==> config.mk <==
export PLATFORM = sky130hd
export DESIGN_NAME = spi_slave_fifo_flat
export DESIGN_NICKNAME = d
export VERILOG_FILES = /design/src/rtl/spi_slave_fifo_if.sv /design/src/rtl/spi_slave_fifo.sv /design/src/flat_wrapper.sv
export SDC_FILE = /design/constraint.sdc
export NUM_CORES = 1
export LEC_CHECK = 0
export ABC_AREA = 1
export CORE_MARGIN = 4
export CORE_UTILIZATION = 45
export CTS_CLUSTER_SIZE = 25
export DETAILED_ROUTE_END_ITERATION = 8
export PLACE_DENSITY = 0.66
export SYNTH_ARGS = -nofsm -noshare
export SYNTH_HDL_FRONTEND = slang
export SYNTH_SLANG_ARGS = --single-unit
==> constraint.sdc <==
create_clock -name clock -period 3.3 [get_ports clock]
set_input_delay 0.825 -clock clock [delete_from_list [all_inputs] [get_ports clock]]
set_output_delay 0.825 -clock clock [all_outputs]
set_load 0.05 [all_outputs]
==> src/rtl/spi_slave_fifo_if.sv <==
// -----------------------------------------------------------------------------
// spi_slave_fifo_if
// Bundles the SPI header pins and the controller-side RX/TX/status signals of
// spi_slave_fifo.
//   master modport : host pins driven in, controller drives TX_data/TX_push/
//                    err_clr, and observes everything else.
//   slave  modport : the spi_slave_fifo side.
// Signals:
//   SPI_clock, SPI_cs_n, SPI_mosi : host SPI lines (asynchronous to clock)
//   SPI_miso                      : data to host, 1 while deselected
//   RX_data / RX_valid            : last complete received word / new-word pulse
//   TX_data / TX_push             : word to queue / enqueue strobe
//   TX_full / TX_level            : FIFO full flag / occupancy
//   TX_request                    : pulse when a word boundary loads the shifter
//   busy / frame_end              : chip select active / end-of-frame pulse
//   err / err_clr                 : sticky {overflow, underflow} / clear
// -----------------------------------------------------------------------------
interface spi_slave_fifo_if #(
   parameter int DATA_W   = 8,
   parameter int TX_DEPTH = 4
);
   logic                        SPI_clock;
   logic                        SPI_cs_n;
   logic                        SPI_mosi;
   logic                        SPI_miso;
   logic [DATA_W-1:0]           RX_data;
   logic                        RX_valid;
   logic [DATA_W-1:0]           TX_data;
   logic                        TX_push;
   logic                        TX_full;
   logic [$clog2(TX_DEPTH):0]   TX_level;
   logic                        TX_request;
   logic                        busy;
   logic                        frame_end;
   logic [1:0]                  err;
   logic                        err_clr;

   modport master (
      output SPI_clock, SPI_cs_n, SPI_mosi, TX_data, TX_push, err_clr,
      input  SPI_miso, RX_data, RX_valid, TX_full, TX_level, TX_request,
             busy, frame_end, err
   );

   modport slave (
      input  SPI_clock, SPI_cs_n, SPI_mosi, TX_data, TX_push, err_clr,
      output SPI_miso, RX_data, RX_valid, TX_full, TX_level, TX_request,
             busy, frame_end, err
   );
endinterface

==> src/rtl/spi_slave_fifo.sv <==
// -----------------------------------------------------------------------------
// spi_slave_fifo
// SPI slave with configurable word width, CPOL/CPHA, bit order and a TX FIFO.
// The SPI lines are oversampled in the system clock domain through
// synchronisers; clock must run at least 8x SPI_clock.
// Ports:
//   clock   : system clock
//   reset_n : asynchronous active-low reset
//   bus     : spi_slave_fifo_if.slave (SPI pins, RX/TX words, FIFO status,
//             busy, frame_end, err/err_clr)
// Build option:
//   SPI_SLAVE_ERR_EN : when defined, err[0] (TX underflow) and err[1] (push
//                      while full) are sticky flags cleared by err_clr; when
//                      undefined err reads 0 and err_clr is ignored.
// -----------------------------------------------------------------------------
module spi_slave_fifo #(
   parameter int                DATA_W      = 8,
   parameter int                TX_DEPTH    = 4,
   parameter int                SYNC_STAGES = 2,
   parameter int                CPOL        = 0,
   parameter int                CPHA        = 0,
   parameter int                MSB_FIRST   = 1,
   parameter logic [DATA_W-1:0] IDLE_WORD   = '1
) (
   input  logic            clock,
   input  logic            reset_n,
   spi_slave_fifo_if.slave bus
);
   localparam int            AW          = $clog2(TX_DEPTH);
   localparam int            CW          = $clog2(DATA_W);
   localparam logic          CLK_IDLE    = (CPOL != 0);
   localparam logic          SAMPLE_RISE = (CPOL == CPHA);
   localparam logic [CW-1:0] LAST_BIT    = CW'(DATA_W - 1);
   localparam logic [AW:0]   FULL_LEVEL  = (AW+1)'(TX_DEPTH);

   // Position in the word of the cnt-th transferred bit.
   function automatic logic [CW-1:0] bit_index(input logic [CW-1:0] cnt);
      return (MSB_FIRST != 0) ? LAST_BIT - cnt : cnt;
   endfunction

   function automatic logic bit_of(input logic [DATA_W-1:0] word, input logic [CW-1:0] cnt);
      return word[bit_index(cnt)];
   endfunction

   function automatic logic [DATA_W-1:0] shift_in(input logic [DATA_W-1:0] sr, input logic b);
      if (MSB_FIRST != 0) return {sr[DATA_W-2:0], b};
      else                return {b, sr[DATA_W-1:1]};
   endfunction

   typedef enum logic {IDLE, ACTIVE} state_t;

   state_t                  state, state_nxt;
   logic [SYNC_STAGES-1:0]  sclk_sync, cs_sync, mosi_sync;
   logic                    sclk_s, sclk_prev, cs_s, mosi_s;
   logic                    sclk_rise, sclk_fall, sample_edge, shift_edge;
   logic                    start, stop, do_sample, do_shift, word_done, do_load;
   logic [CW-1:0]           bit_cnt;
   logic [DATA_W-1:0]       rx_sr, rx_next, rx_data, tx_word, next_word;
   logic                    miso_p0, miso_p1;
   logic                    rx_valid, tx_request, frame_end;
   logic [DATA_W-1:0]       mem [TX_DEPTH];
   logic [AW-1:0]           wr_ptr, rd_ptr;
   logic [AW:0]             level;
   logic                    full, pop, push_ok;

   // ---- synchroniser stage: SPI lines into the clock domain ----
   always_ff @(posedge clock or negedge reset_n) begin
      if (!reset_n) begin
         sclk_sync <= {SYNC_STAGES{CLK_IDLE}};
         cs_sync   <= '1;
         mosi_sync <= '0;
         sclk_prev <= CLK_IDLE;
      end else begin
         sclk_sync <= {sclk_sync[SYNC_STAGES-2:0], bus.SPI_clock};
         cs_sync   <= {cs_sync[SYNC_STAGES-2:0], bus.SPI_cs_n};
         mosi_sync <= {mosi_sync[SYNC_STAGES-2:0], bus.SPI_mosi};
         sclk_prev <= sclk_s;
      end
   end

   assign sclk_s      = sclk_sync[SYNC_STAGES-1];
   assign cs_s        = cs_sync[SYNC_STAGES-1];
   assign mosi_s      = mosi_sync[SYNC_STAGES-1];
   assign sclk_rise   = sclk_s & ~sclk_prev;
   assign sclk_fall   = ~sclk_s & sclk_prev;
   assign sample_edge = SAMPLE_RISE ? sclk_rise : sclk_fall;
   assign shift_edge  = SAMPLE_RISE ? sclk_fall : sclk_rise;

   // ---- control stage: frame FSM ----
   // cs is level-tested: in IDLE the synchronised cs was high, so low means a fall.
   always_comb begin
      state_nxt = state;
      start     = 1'b0;
      stop      = 1'b0;
      do_sample = 1'b0;
      do_shift  = 1'b0;
      case (state)
         IDLE: begin
            if (!cs_s) begin
               state_nxt = ACTIVE;
               start     = 1'b1;
            end
         end
         ACTIVE: begin
            if (cs_s) begin
               state_nxt = IDLE;
               stop      = 1'b1;
            end else begin
               do_sample = sample_edge;
               do_shift  = shift_edge;
            end
         end
      endcase
   end

   assign word_done = do_sample && (bit_cnt == LAST_BIT);
   assign do_load   = start || word_done;
   assign rx_next   = shift_in(rx_sr, mosi_s);

   // TX FIFO: a pop frees the head slot in the same cycle, so push+pop is
   // accepted even when full.
   assign full      = (level == FULL_LEVEL);
   assign pop       = do_load && (level != '0);
   assign push_ok   = bus.TX_push && (!full || pop);
   assign next_word = pop ? mem[rd_ptr] : IDLE_WORD;

   always_ff @(posedge clock or negedge reset_n) begin
      if (!reset_n) begin
         state      <= IDLE;
         bit_cnt    <= '0;
         miso_p0    <= 1'b1;
         miso_p1    <= 1'b1;
         rx_valid   <= 1'b0;
         tx_request <= 1'b0;
         frame_end  <= 1'b0;
         rx_data    <= '0;
         wr_ptr     <= '0;
         rd_ptr     <= '0;
         level      <= '0;
      end else begin
         state      <= state_nxt;
         rx_valid   <= word_done;
         // Only word-boundary loads request more data; the frame-start load
         // consumes a word that was queued ahead of the host.
         tx_request <= word_done;
         frame_end  <= stop;
         miso_p1    <= miso_p0;

         if (do_load)        bit_cnt <= '0;
         else if (do_sample) bit_cnt <= bit_cnt + 1'b1;

         if (word_done) rx_data <= rx_next;

         if (stop)          miso_p0 <= 1'b1;
         else if (start)    miso_p0 <= bit_of(next_word, '0);
         else if (do_shift) miso_p0 <= bit_of(tx_word, bit_cnt);

         if (push_ok) wr_ptr <= wr_ptr + 1'b1;
         if (pop)     rd_ptr <= rd_ptr + 1'b1;
         if (push_ok && !pop)      level <= level + 1'b1;
         else if (pop && !push_ok) level <= level - 1'b1;
      end
   end

   // ---- data stage: shifters and FIFO storage ----
   always_ff @(posedge clock) begin
      if (start)          rx_sr <= '0;
      else if (do_sample) rx_sr <= rx_next;
      if (do_load) tx_word <= next_word;
      if (push_ok) mem[wr_ptr] <= bus.TX_data;
   end

`ifdef SPI_SLAVE_ERR_EN
   logic       underflow, overflow;
   logic [1:0] err_q;

   assign underflow = do_load && (level == '0);
   assign overflow  = bus.TX_push && full && !pop;

   always_ff @(posedge clock or negedge reset_n) begin
      if (!reset_n)         err_q <= '0;
      else if (bus.err_clr) err_q <= '0;
      else                  err_q <= err_q | {overflow, underflow};
   end

   assign bus.err = err_q;
`else
   logic unused_err_clr;
   assign unused_err_clr = bus.err_clr;
   assign bus.err        = 2'b00;
`endif

   assign bus.SPI_miso   = miso_p1;
   assign bus.RX_data    = rx_data;
   assign bus.RX_valid   = rx_valid;
   assign bus.TX_full    = full;
   assign bus.TX_level   = level;
   assign bus.TX_request = tx_request;
   assign bus.busy       = (state == ACTIVE);
   assign bus.frame_end  = frame_end;
endmodule

==> src/flat_wrapper.sv <==
// flat-port wrapper written by rule: the top's interface ports become plain ports
module spi_slave_fifo_flat 
#(
   parameter int                DATA_W      = 8,
   parameter int                TX_DEPTH    = 4,
   parameter int                SYNC_STAGES = 2,
   parameter int                CPOL        = 0,
   parameter int                CPHA        = 0,
   parameter int                MSB_FIRST   = 1,
   parameter logic [DATA_W-1:0] IDLE_WORD   = '1
)
  (clock, reset_n, bus_SPI_clock, bus_SPI_cs_n, bus_SPI_mosi, bus_TX_data, bus_TX_push, bus_err_clr, bus_SPI_miso, bus_RX_data, bus_RX_valid, bus_TX_full, bus_TX_level, bus_TX_request, bus_busy, bus_frame_end, bus_err);
  spi_slave_fifo_if #(.DATA_W(DATA_W), .TX_DEPTH(TX_DEPTH)) bus_i ();
  input  logic clock;
  input  logic reset_n;
  input wire logic [$bits(bus_i.SPI_clock)-1:0] bus_SPI_clock;
  input wire logic [$bits(bus_i.SPI_cs_n)-1:0] bus_SPI_cs_n;
  input wire logic [$bits(bus_i.SPI_mosi)-1:0] bus_SPI_mosi;
  input wire logic [$bits(bus_i.TX_data)-1:0] bus_TX_data;
  input wire logic [$bits(bus_i.TX_push)-1:0] bus_TX_push;
  input wire logic [$bits(bus_i.err_clr)-1:0] bus_err_clr;
  output wire logic [$bits(bus_i.SPI_miso)-1:0] bus_SPI_miso;
  output wire logic [$bits(bus_i.RX_data)-1:0] bus_RX_data;
  output wire logic [$bits(bus_i.RX_valid)-1:0] bus_RX_valid;
  output wire logic [$bits(bus_i.TX_full)-1:0] bus_TX_full;
  output wire logic [$bits(bus_i.TX_level)-1:0] bus_TX_level;
  output wire logic [$bits(bus_i.TX_request)-1:0] bus_TX_request;
  output wire logic [$bits(bus_i.busy)-1:0] bus_busy;
  output wire logic [$bits(bus_i.frame_end)-1:0] bus_frame_end;
  output wire logic [$bits(bus_i.err)-1:0] bus_err;
  assign bus_i.SPI_clock = bus_SPI_clock;
  assign bus_i.SPI_cs_n = bus_SPI_cs_n;
  assign bus_i.SPI_mosi = bus_SPI_mosi;
  assign bus_i.TX_data = bus_TX_data;
  assign bus_i.TX_push = bus_TX_push;
  assign bus_i.err_clr = bus_err_clr;
  assign bus_SPI_miso = bus_i.SPI_miso;
  assign bus_RX_data = bus_i.RX_data;
  assign bus_RX_valid = bus_i.RX_valid;
  assign bus_TX_full = bus_i.TX_full;
  assign bus_TX_level = bus_i.TX_level;
  assign bus_TX_request = bus_i.TX_request;
  assign bus_busy = bus_i.busy;
  assign bus_frame_end = bus_i.frame_end;
  assign bus_err = bus_i.err;
  spi_slave_fifo #(.DATA_W(DATA_W), .TX_DEPTH(TX_DEPTH), .SYNC_STAGES(SYNC_STAGES), .CPOL(CPOL), .CPHA(CPHA), .MSB_FIRST(MSB_FIRST), .IDLE_WORD(IDLE_WORD)) u_core (.clock(clock), .reset_n(reset_n), .bus(bus_i));
endmodule
* After elaboration in Yosys (flattened, before gate mapping)
Memory sizes are Yosys's and may differ from the RTL's.
Cells that the tools add are included.
** Cells by class
- Add/sub/neg operators :: 6
- Multiply operators :: 0
- Divide/modulo/power cells :: 0
- Magnitude comparators :: 1
- Eq/ne operators :: 2
- Shifts and indexed selects :: 0
- Muxes and demuxes :: 20
- Bitwise gates (word level) :: 4
- Reductions and logical operators :: 14
** Operators with widths (number)
- $mux 1 :: 14
- $mux 3 :: 4
- $mux 8 :: 1
- $add 3x1->3 const B :: 2
- $eq 3x3->1 const B :: 2
- $reduce_bool 3->1 :: 2
- $logic_and 1x1->1 :: 5
- $add 2x1->2 const B :: 2
- $lt 3x4->1 const B :: 1
- $reduce_bool 2->1 :: 2
- $bmux 1 s3 :: 1
- $logic_not 1->1 :: 3
- $sub 3x1->3 const B :: 1
- $sub 3x3->3 const A :: 1
- $and 1x1->1 :: 2
- $logic_or 1x1->1 :: 2
- $not 1->1 :: 2
** Word-level totals
- Register bits after elaboration :: 45
- Bits in latches :: 0
- RAM bits :: 32
- Memory bits (read-only) :: 0
- Bits of input ports :: 15
- Output and inout bits :: 19
- Logic and storage cells :: 65
- Memories :: 1
** Memories
- u_core.mem :: depth 4, width 8, read ports 1, clocked after memory_dff 0, wr ports 1, line spi_slave_fifo.sv:61 : logic [DATA_W-1:0] mem [TX_DEPTH];

* Depth between registers and ports, before layout
- Word-level depth :: 13
- Depth in mapped cells :: 14
- Mapped depth without buffers :: 14

* Worst setup path after synthesis
Ideal clock, no wire load.
- Path kind :: register -> register
- From :: reg u_core.level[2], in the netlist u_core.bus.TX_level[2]
- To :: reg u_core.level[1], in the netlist u_core.bus.TX_level[1]
- Setup time :: 125 ps
- Arrival time :: 2684 ps
- Data required time :: 3175 ps
- Path slack :: 491 ps
- Stages on the path, launching flop included :: 10
- Buffers on the path :: 0
- Clock period less this slack :: 2809 ps
- Path through :: dfrtp_1 -> inv_1 -> nor3_2 -> nand2_4 -> nand2_4 -> inv_1 -> ha_1 -> inv_1 -> fa_1 -> mux2_2
** On the way
- Word-level cells in the longest chain between the ends :: 7
- Elaborated cells on any way between the ends :: 12
- Those cells by class :: 1 x eq/ne; 1 x mux; 10 x reduce/logical
** RTL lines
- start: declaration :: line spi_slave_fifo.sv:63 : logic [AW:0] level;
- start signal: assignment :: line spi_slave_fifo.sv:160 : if (push_ok && !pop) level <= level + 1'b1;
- start signal: assignment :: line spi_slave_fifo.sv:161 : else if (pop && !push_ok) level <= level - 1'b1;
- $eq 3x3->1 * :: line spi_slave_fifo.sv:122 : assign full = (level == FULL_LEVEL);
- via bus_TX_full :: line flat_wrapper.sv:25 : output wire logic [$bits(bus_i.TX_full)-1:0] bus_TX_full;
- $logic_not 1->1 * :: line spi_slave_fifo.sv:124 : assign push_ok = bus.TX_push && (!full || pop);
- $logic_or 1x1->1 * :: line spi_slave_fifo.sv:124
- $logic_and 1x1->1 * :: line spi_slave_fifo.sv:124
- via u_core.push_ok :: line spi_slave_fifo.sv:64 : logic full, pop, push_ok;
- $logic_not 1->1 :: line spi_slave_fifo.sv:161
- $logic_and 1x1->1 :: line spi_slave_fifo.sv:161
- $reduce_bool 2->1 (no line)
The timed path passes the listed nets; every way through them passes the cells marked *.
A chain may end at the register's enable or synchronous reset.

* Worst setup path after layout
- From :: reg u_core.level[0], in the netlist u_core.bus.TX_level[0]
- To :: out bus_TX_full
** On the way
- Word-level cells in the longest chain between the ends :: 1
** RTL lines (line)
- $eq 3x3->1 :: spi_slave_fifo.sv:122
- end: declaration :: flat_wrapper.sv:25
Every way passes these cells.

==> impl_metrics.prom <==
# TYPE chip_impl_metric gauge
chip_impl_metric{name="synth_enable_flop_cells",unit=""} 40
chip_impl_metric{name="groute.usage.overall",unit="%"} 14.0
chip_impl_metric{name="std_cell_rows",unit=""} 29
chip_impl_metric{name="areaGrowthSynthToFinish",unit="%"} 18.8
chip_impl_metric{name="tightestPinTransition",unit="ps"} 528
chip_impl_info{name="root_buffer",value="sky130_fd_sc_hd__clkbuf_8"} 1
chip_impl_metric{name="clkSlewWorstSetupHoldPaths",unit="ps"} 70
chip_impl_metric{name="routedWlPerCell",unit="um"} 13.5
chip_impl_metric{name="leakage",unit="nW"} 1.51
chip_impl_metric{name="proportion_of_synthesized_area_in_mux_cells",unit="%"} 0.365
chip_impl_metric{name="syn_area",unit="um2"} 3090
chip_impl_info{name="tritoncts",value="done"} 1
chip_impl_metric{name="worstSkewPairLatency",unit="ps"} 350
chip_impl_metric{name="synth-adder-area-share",unit="%"} 3.48
chip_impl_metric{name="hold_depth",unit=""} 0
chip_impl_metric{name="rr_worst_depth",unit=""} 12
chip_impl_metric{name="arrival",unit="ps"} 1970
chip_impl_info{name="whs_endpoint",value="u_core.mosi_sync[1]"} 1
chip_impl_metric{name="num_antenna_cells",unit=""} 0
chip_impl_metric{name="dr.first_iter.drc_count",unit=""} 71
chip_impl_metric{name="cts_made_buffers",unit=""} 9
chip_impl_metric{name="final.setup_skew",unit="ps"} 6.72
chip_impl_metric{name="synthesis.instances",unit=""} 268
chip_impl_metric{name="overflow",unit=""} 0
chip_impl_metric{name="net-switching-power",unit="mW"} 0.859
chip_impl_metric{name="synth.yosys.seq_area_share",unit="%"} 67.9
chip_impl_metric{name="grt_pass1_wl",unit="mm"} 8.83
chip_impl_metric{name="async_set_or_reset_register_ratio_after_synthesis",unit="%"} 39.0
chip_impl_metric{name="maxSlewViolCount",unit=""} 0
chip_impl_metric{name="routed-via-count",unit=""} 1930
chip_impl_metric{name="final_antenna_net_count",unit=""} 0
chip_impl_info{name="r2r-end",value="u_core.bus.TX_level[1]"} 1
chip_impl_info{name="critical-path-slowest-cell",value="sky130_fd_sc_hd__clkdlybuf4s50_1"} 1
chip_impl_metric{name="post_cts_resize_count",unit=""} 0
chip_impl_metric{name="die_area",unit="um2"} 8250
chip_impl_metric{name="hold_viol",unit=""} 0
chip_impl_info{name="cp-end-kind",value="primary output"} 1
chip_impl_metric{name="grt_max_degree",unit=""} 31
chip_impl_info{name="crit_chain",value="nor3_2, clkdlybuf4s50_1"} 1
chip_impl_info{name="min_from",value="u_core.mosi_sync[0]"} 1
chip_impl_metric{name="synthDominantCellAreaShare",unit="%"} 38.9
chip_impl_metric{name="layout_min_cycle_time",unit="ps"} 2800
chip_impl_metric{name="drv.max_cap_violation_count",unit=""} 0
chip_impl_metric{name="post-route-drc-count",unit=""} 0
chip_impl_info{name="combinational_family_with_the_most_area_after_synthesis",value="simple AND/OR/NAND/NOR gates"} 1
chip_impl_metric{name="swShare",unit="%"} 33.0
chip_impl_metric{name="cts-hold-fix-buffers",unit=""} 0
chip_impl_metric{name="synth_compound_gate_area_share",unit="%"} 6.52
chip_impl_metric{name="htreeDepth",unit=""} 3
chip_impl_info{name="yosysMostFrequentCell",value="sky130_fd_sc_hd__nand2_1"} 1
chip_impl_metric{name="drt-total-wl",unit="mm"} 5.24
chip_impl_metric{name="worstPathMaxFanout",unit=""} 5
chip_impl_metric{name="regToRegSetupSlack",unit="ps"} 700
chip_impl_metric{name="final_layout_size_suffix_gt1_share",unit="%"} 12.2
chip_impl_metric{name="vias_per_cell",unit=""} 4.96
chip_impl_metric{name="setup_viol_count_final",unit=""} 0
chip_impl_metric{name="synthXorXnorAreaFrac",unit="%"} 0.851
chip_impl_info{name="yosys_most_used_dff",value="sky130_fd_sc_hd__edfxtp_1"} 1
chip_impl_metric{name="nNetsFinal",unit=""} 330
chip_impl_metric{name="yosys.area_share.simple",unit="%"} 16.2
chip_impl_info{name="worst_hold_path_type",value="reg2reg"} 1
chip_impl_info{name="worstSetupStartpointType",value="register"} 1
chip_impl_info{name="cell_types_with_the_largest_area_share_after_synthesis",value="sky130_fd_sc_hd__edfxtp_1, sky130_fd_sc_hd__dfrtp_1, sky130_fd_sc_hd__nand2_1"} 1
chip_impl_metric{name="max_slew_margin",unit="%"} 64.8
chip_impl_metric{name="place_hpwl",unit="mm"} 3.52
chip_impl_metric{name="required",unit="ps"} 2470
chip_impl_metric{name="synth.yosys.warnings",unit=""} 0
chip_impl_metric{name="power_per_cell_area",unit="nW/um2"} 708
chip_impl_info{name="r2r_start",value="u_core.bit_cnt[0]"} 1
chip_impl_metric{name="place_congestion",unit=""} 0.759
chip_impl_metric{name="hold-worst-slack",unit="ps"} 356
chip_impl_info{name="critPathKind",value="reg2out"} 1
chip_impl_metric{name="logic_pwr_share",unit="%"} 24.3
chip_impl_info{name="synth.top_cells.by_count",value="sky130_fd_sc_hd__nand2_1, sky130_fd_sc_hd__edfxtp_1, sky130_fd_sc_hd__nor2_1"} 1
chip_impl_metric{name="syn-mean-instance-area",unit="um2"} 11.5
chip_impl_metric{name="internal-power",unit="mW"} 1.74
chip_impl_metric{name="num_io_pins",unit=""} 34
chip_impl_metric{name="maxClockFrequency",unit="GHz"} 0.357
chip_impl_metric{name="chipHeight",unit="um"} 90.8
chip_impl_metric{name="grt_antenna_before_repair",unit=""} 0
chip_impl_metric{name="drt_pre_antenna_iters",unit=""} 6
chip_impl_info{name="synthDominantAreaCellType",value="sky130_fd_sc_hd__edfxtp_1"} 1
chip_impl_metric{name="timing.setup.tns",unit="ps"} 0
chip_impl_metric{name="clock_tree.buffer_depth",unit=""} 2
chip_impl_metric{name="clockPowerShare",unit="%"} 26.0
chip_impl_metric{name="synth_seq_cells",unit=""} 77
chip_impl_metric{name="cp_slowest_stage_delay",unit="ps"} 860
chip_impl_metric{name="pwr-share-seq",unit="%"} 49.7
chip_impl_metric{name="die-width",unit="um"} 90.8
chip_impl_metric{name="grt_pass1_vias",unit=""} 1888
chip_impl_metric{name="fin_crit_sh",unit="%"} 84.8
chip_impl_metric{name="worst_ir_drop_on_vdd",unit="mV"} 0.359
chip_impl_info{name="rsz0062_at_grt",value="false"} 1
chip_impl_metric{name="clock_sink_count",unit=""} 77
chip_impl_metric{name="post_cts.repair.setup_buffers",unit=""} 0
chip_impl_info{name="outcome",value="completed"} 1
chip_impl_metric{name="yosys.cell_types.count",unit=""} 28
chip_impl_metric{name="design.core.area",unit="um2"} 6490
chip_impl_metric{name="initial_cell_density_of_the_core",unit="%"} 47.5
chip_impl_metric{name="port_buffers",unit=""} 30
-- registers in the layout (all words and copies together) (netlist names), 2 cells and up --
name,count
u_core.sclk_sync,2
u_core.bit_cnt,3
u_core.cs_sync,2
u_core.mem,32
u_core.mosi_sync,2
u_core.rx_sr,7
u_core.bus.TX_level,3
u_core.bus.RX_data,8
u_core.rd_ptr,2
u_core.tx_word,8
u_core.wr_ptr,2
-- through the flow --
stage | total power [mW] | worst slack [ps] | utilization, % | instances | cell area, um2
after floorplan | 1.74 | 491 | - | 269 | 3090
after global placement | 1.93 | 684 | 53.6 | 373 | 3480
after detailed placement | 1.95 | 639 | 53.6 | 373 | 3480
after CTS | 2.63 | 458 | 56.5 | 389 | 3670
after global routing | 2.76 | 414 | 56.5 | 389 | 3670
final | 2.60 | 502 | 56.5 | 389 | 3670
-- cell families (layout without fill, tap and decap cells) --
family	count (synthesis)	in the layout
other	1	2
muxes	1	1
buffers and inverters	31	74
xor gates and xnor gates	3	3
AOI/OAI and AO/OA	35	35
and+or+nand+nor	112	112
DFF	77	77
adders and majority gates	8	8
-- worst max path at each step --
stage,slack [ps],startpoint,depth (start not counted),endpoint
2_1_floorplan,490,u_core.bus.TX_level[2],9,u_core.bus.TX_level[1]
3_3_place_gp,680,bus_TX_push,9,u_core.bus.TX_level[2]
3_5_place_dp,640,bus_TX_push,9,u_core.bus.TX_level[2]
4_1_cts,460,u_core.bus.TX_level[0],2,bus_TX_full
5_1_grt,410,u_core.bus.TX_level[0],2,bus_TX_full
6_report,500,u_core.bus.TX_level[0],2,bus_TX_full
-- worst max-delay path: cells and delay by family, from the launching register on --
family,cells,cell delay [ps]
buf+inv,1,860
flops,1,450
simple gates,1,310
-- cell type report --
class                           instances  area (um2)
Sequential cell                        77        2100
Clock buffer                            9         124
Multi-Input combinational cell        161         853
Timing Repair Buffer                   35         338
Fill cell                             566        2830
Tap cell                               77        96.3
Clock inverter                          7        66.3
Inverter                               23        93.8
-- routing by layer --
metal | GRT usage, % | up-vias | routed length (um)
met1 | 16.5 | 905 | 2350
li1 | - | 975 | -
met2 | 22.7 | 36 | 2530
met3 | 3.92 | 14 | 207
met4 | 8.17 | 0 | 145
met5 | 0 | - | 0
-- layout by cell type, fill, tap and decap left out, types with 3 or more instances in the layout --
| master | count |
|---|---|
| sky130_fd_sc_hd__nand2_1 | 54 |
| sky130_fd_sc_hd__inv_2 | 4 |
| sky130_fd_sc_hd__clkbuf_8 | 9 |
| sky130_fd_sc_hd__buf_4 | 5 |
| sky130_fd_sc_hd__dfstp_2 | 4 |
| sky130_fd_sc_hd__dfrtp_1 | 26 |
| sky130_fd_sc_hd__inv_1 | 16 |
| sky130_fd_sc_hd__nor2_1 | 35 |
| sky130_fd_sc_hd__o221ai_1 | 7 |
| sky130_fd_sc_hd__clkinv_1 | 3 |
| sky130_fd_sc_hd__nand2_4 | 5 |
| sky130_fd_sc_hd__edfxtp_1 | 40 |
| sky130_fd_sc_hd__ha_1 | 7 |
| sky130_fd_sc_hd__nand3_1 | 15 |
| sky130_fd_sc_hd__dfxtp_1 | 7 |
| sky130_fd_sc_hd__o21ai_0 | 25 |
| sky130_fd_sc_hd__clkdlybuf4s50_1 | 30 |
-- power groups by stage --
stage,logic [mW],registers [mW],clock network [mW]
after global placement,0.626,1.31,0
final,0.633,1.29,0.675
after floorplan,0.407,1.33,0
after global routing,0.713,1.31,0.736
after detailed placement,0.640,1.31,0
after CTS,0.646,1.29,0.695
(Power assumes the default switching activity.)
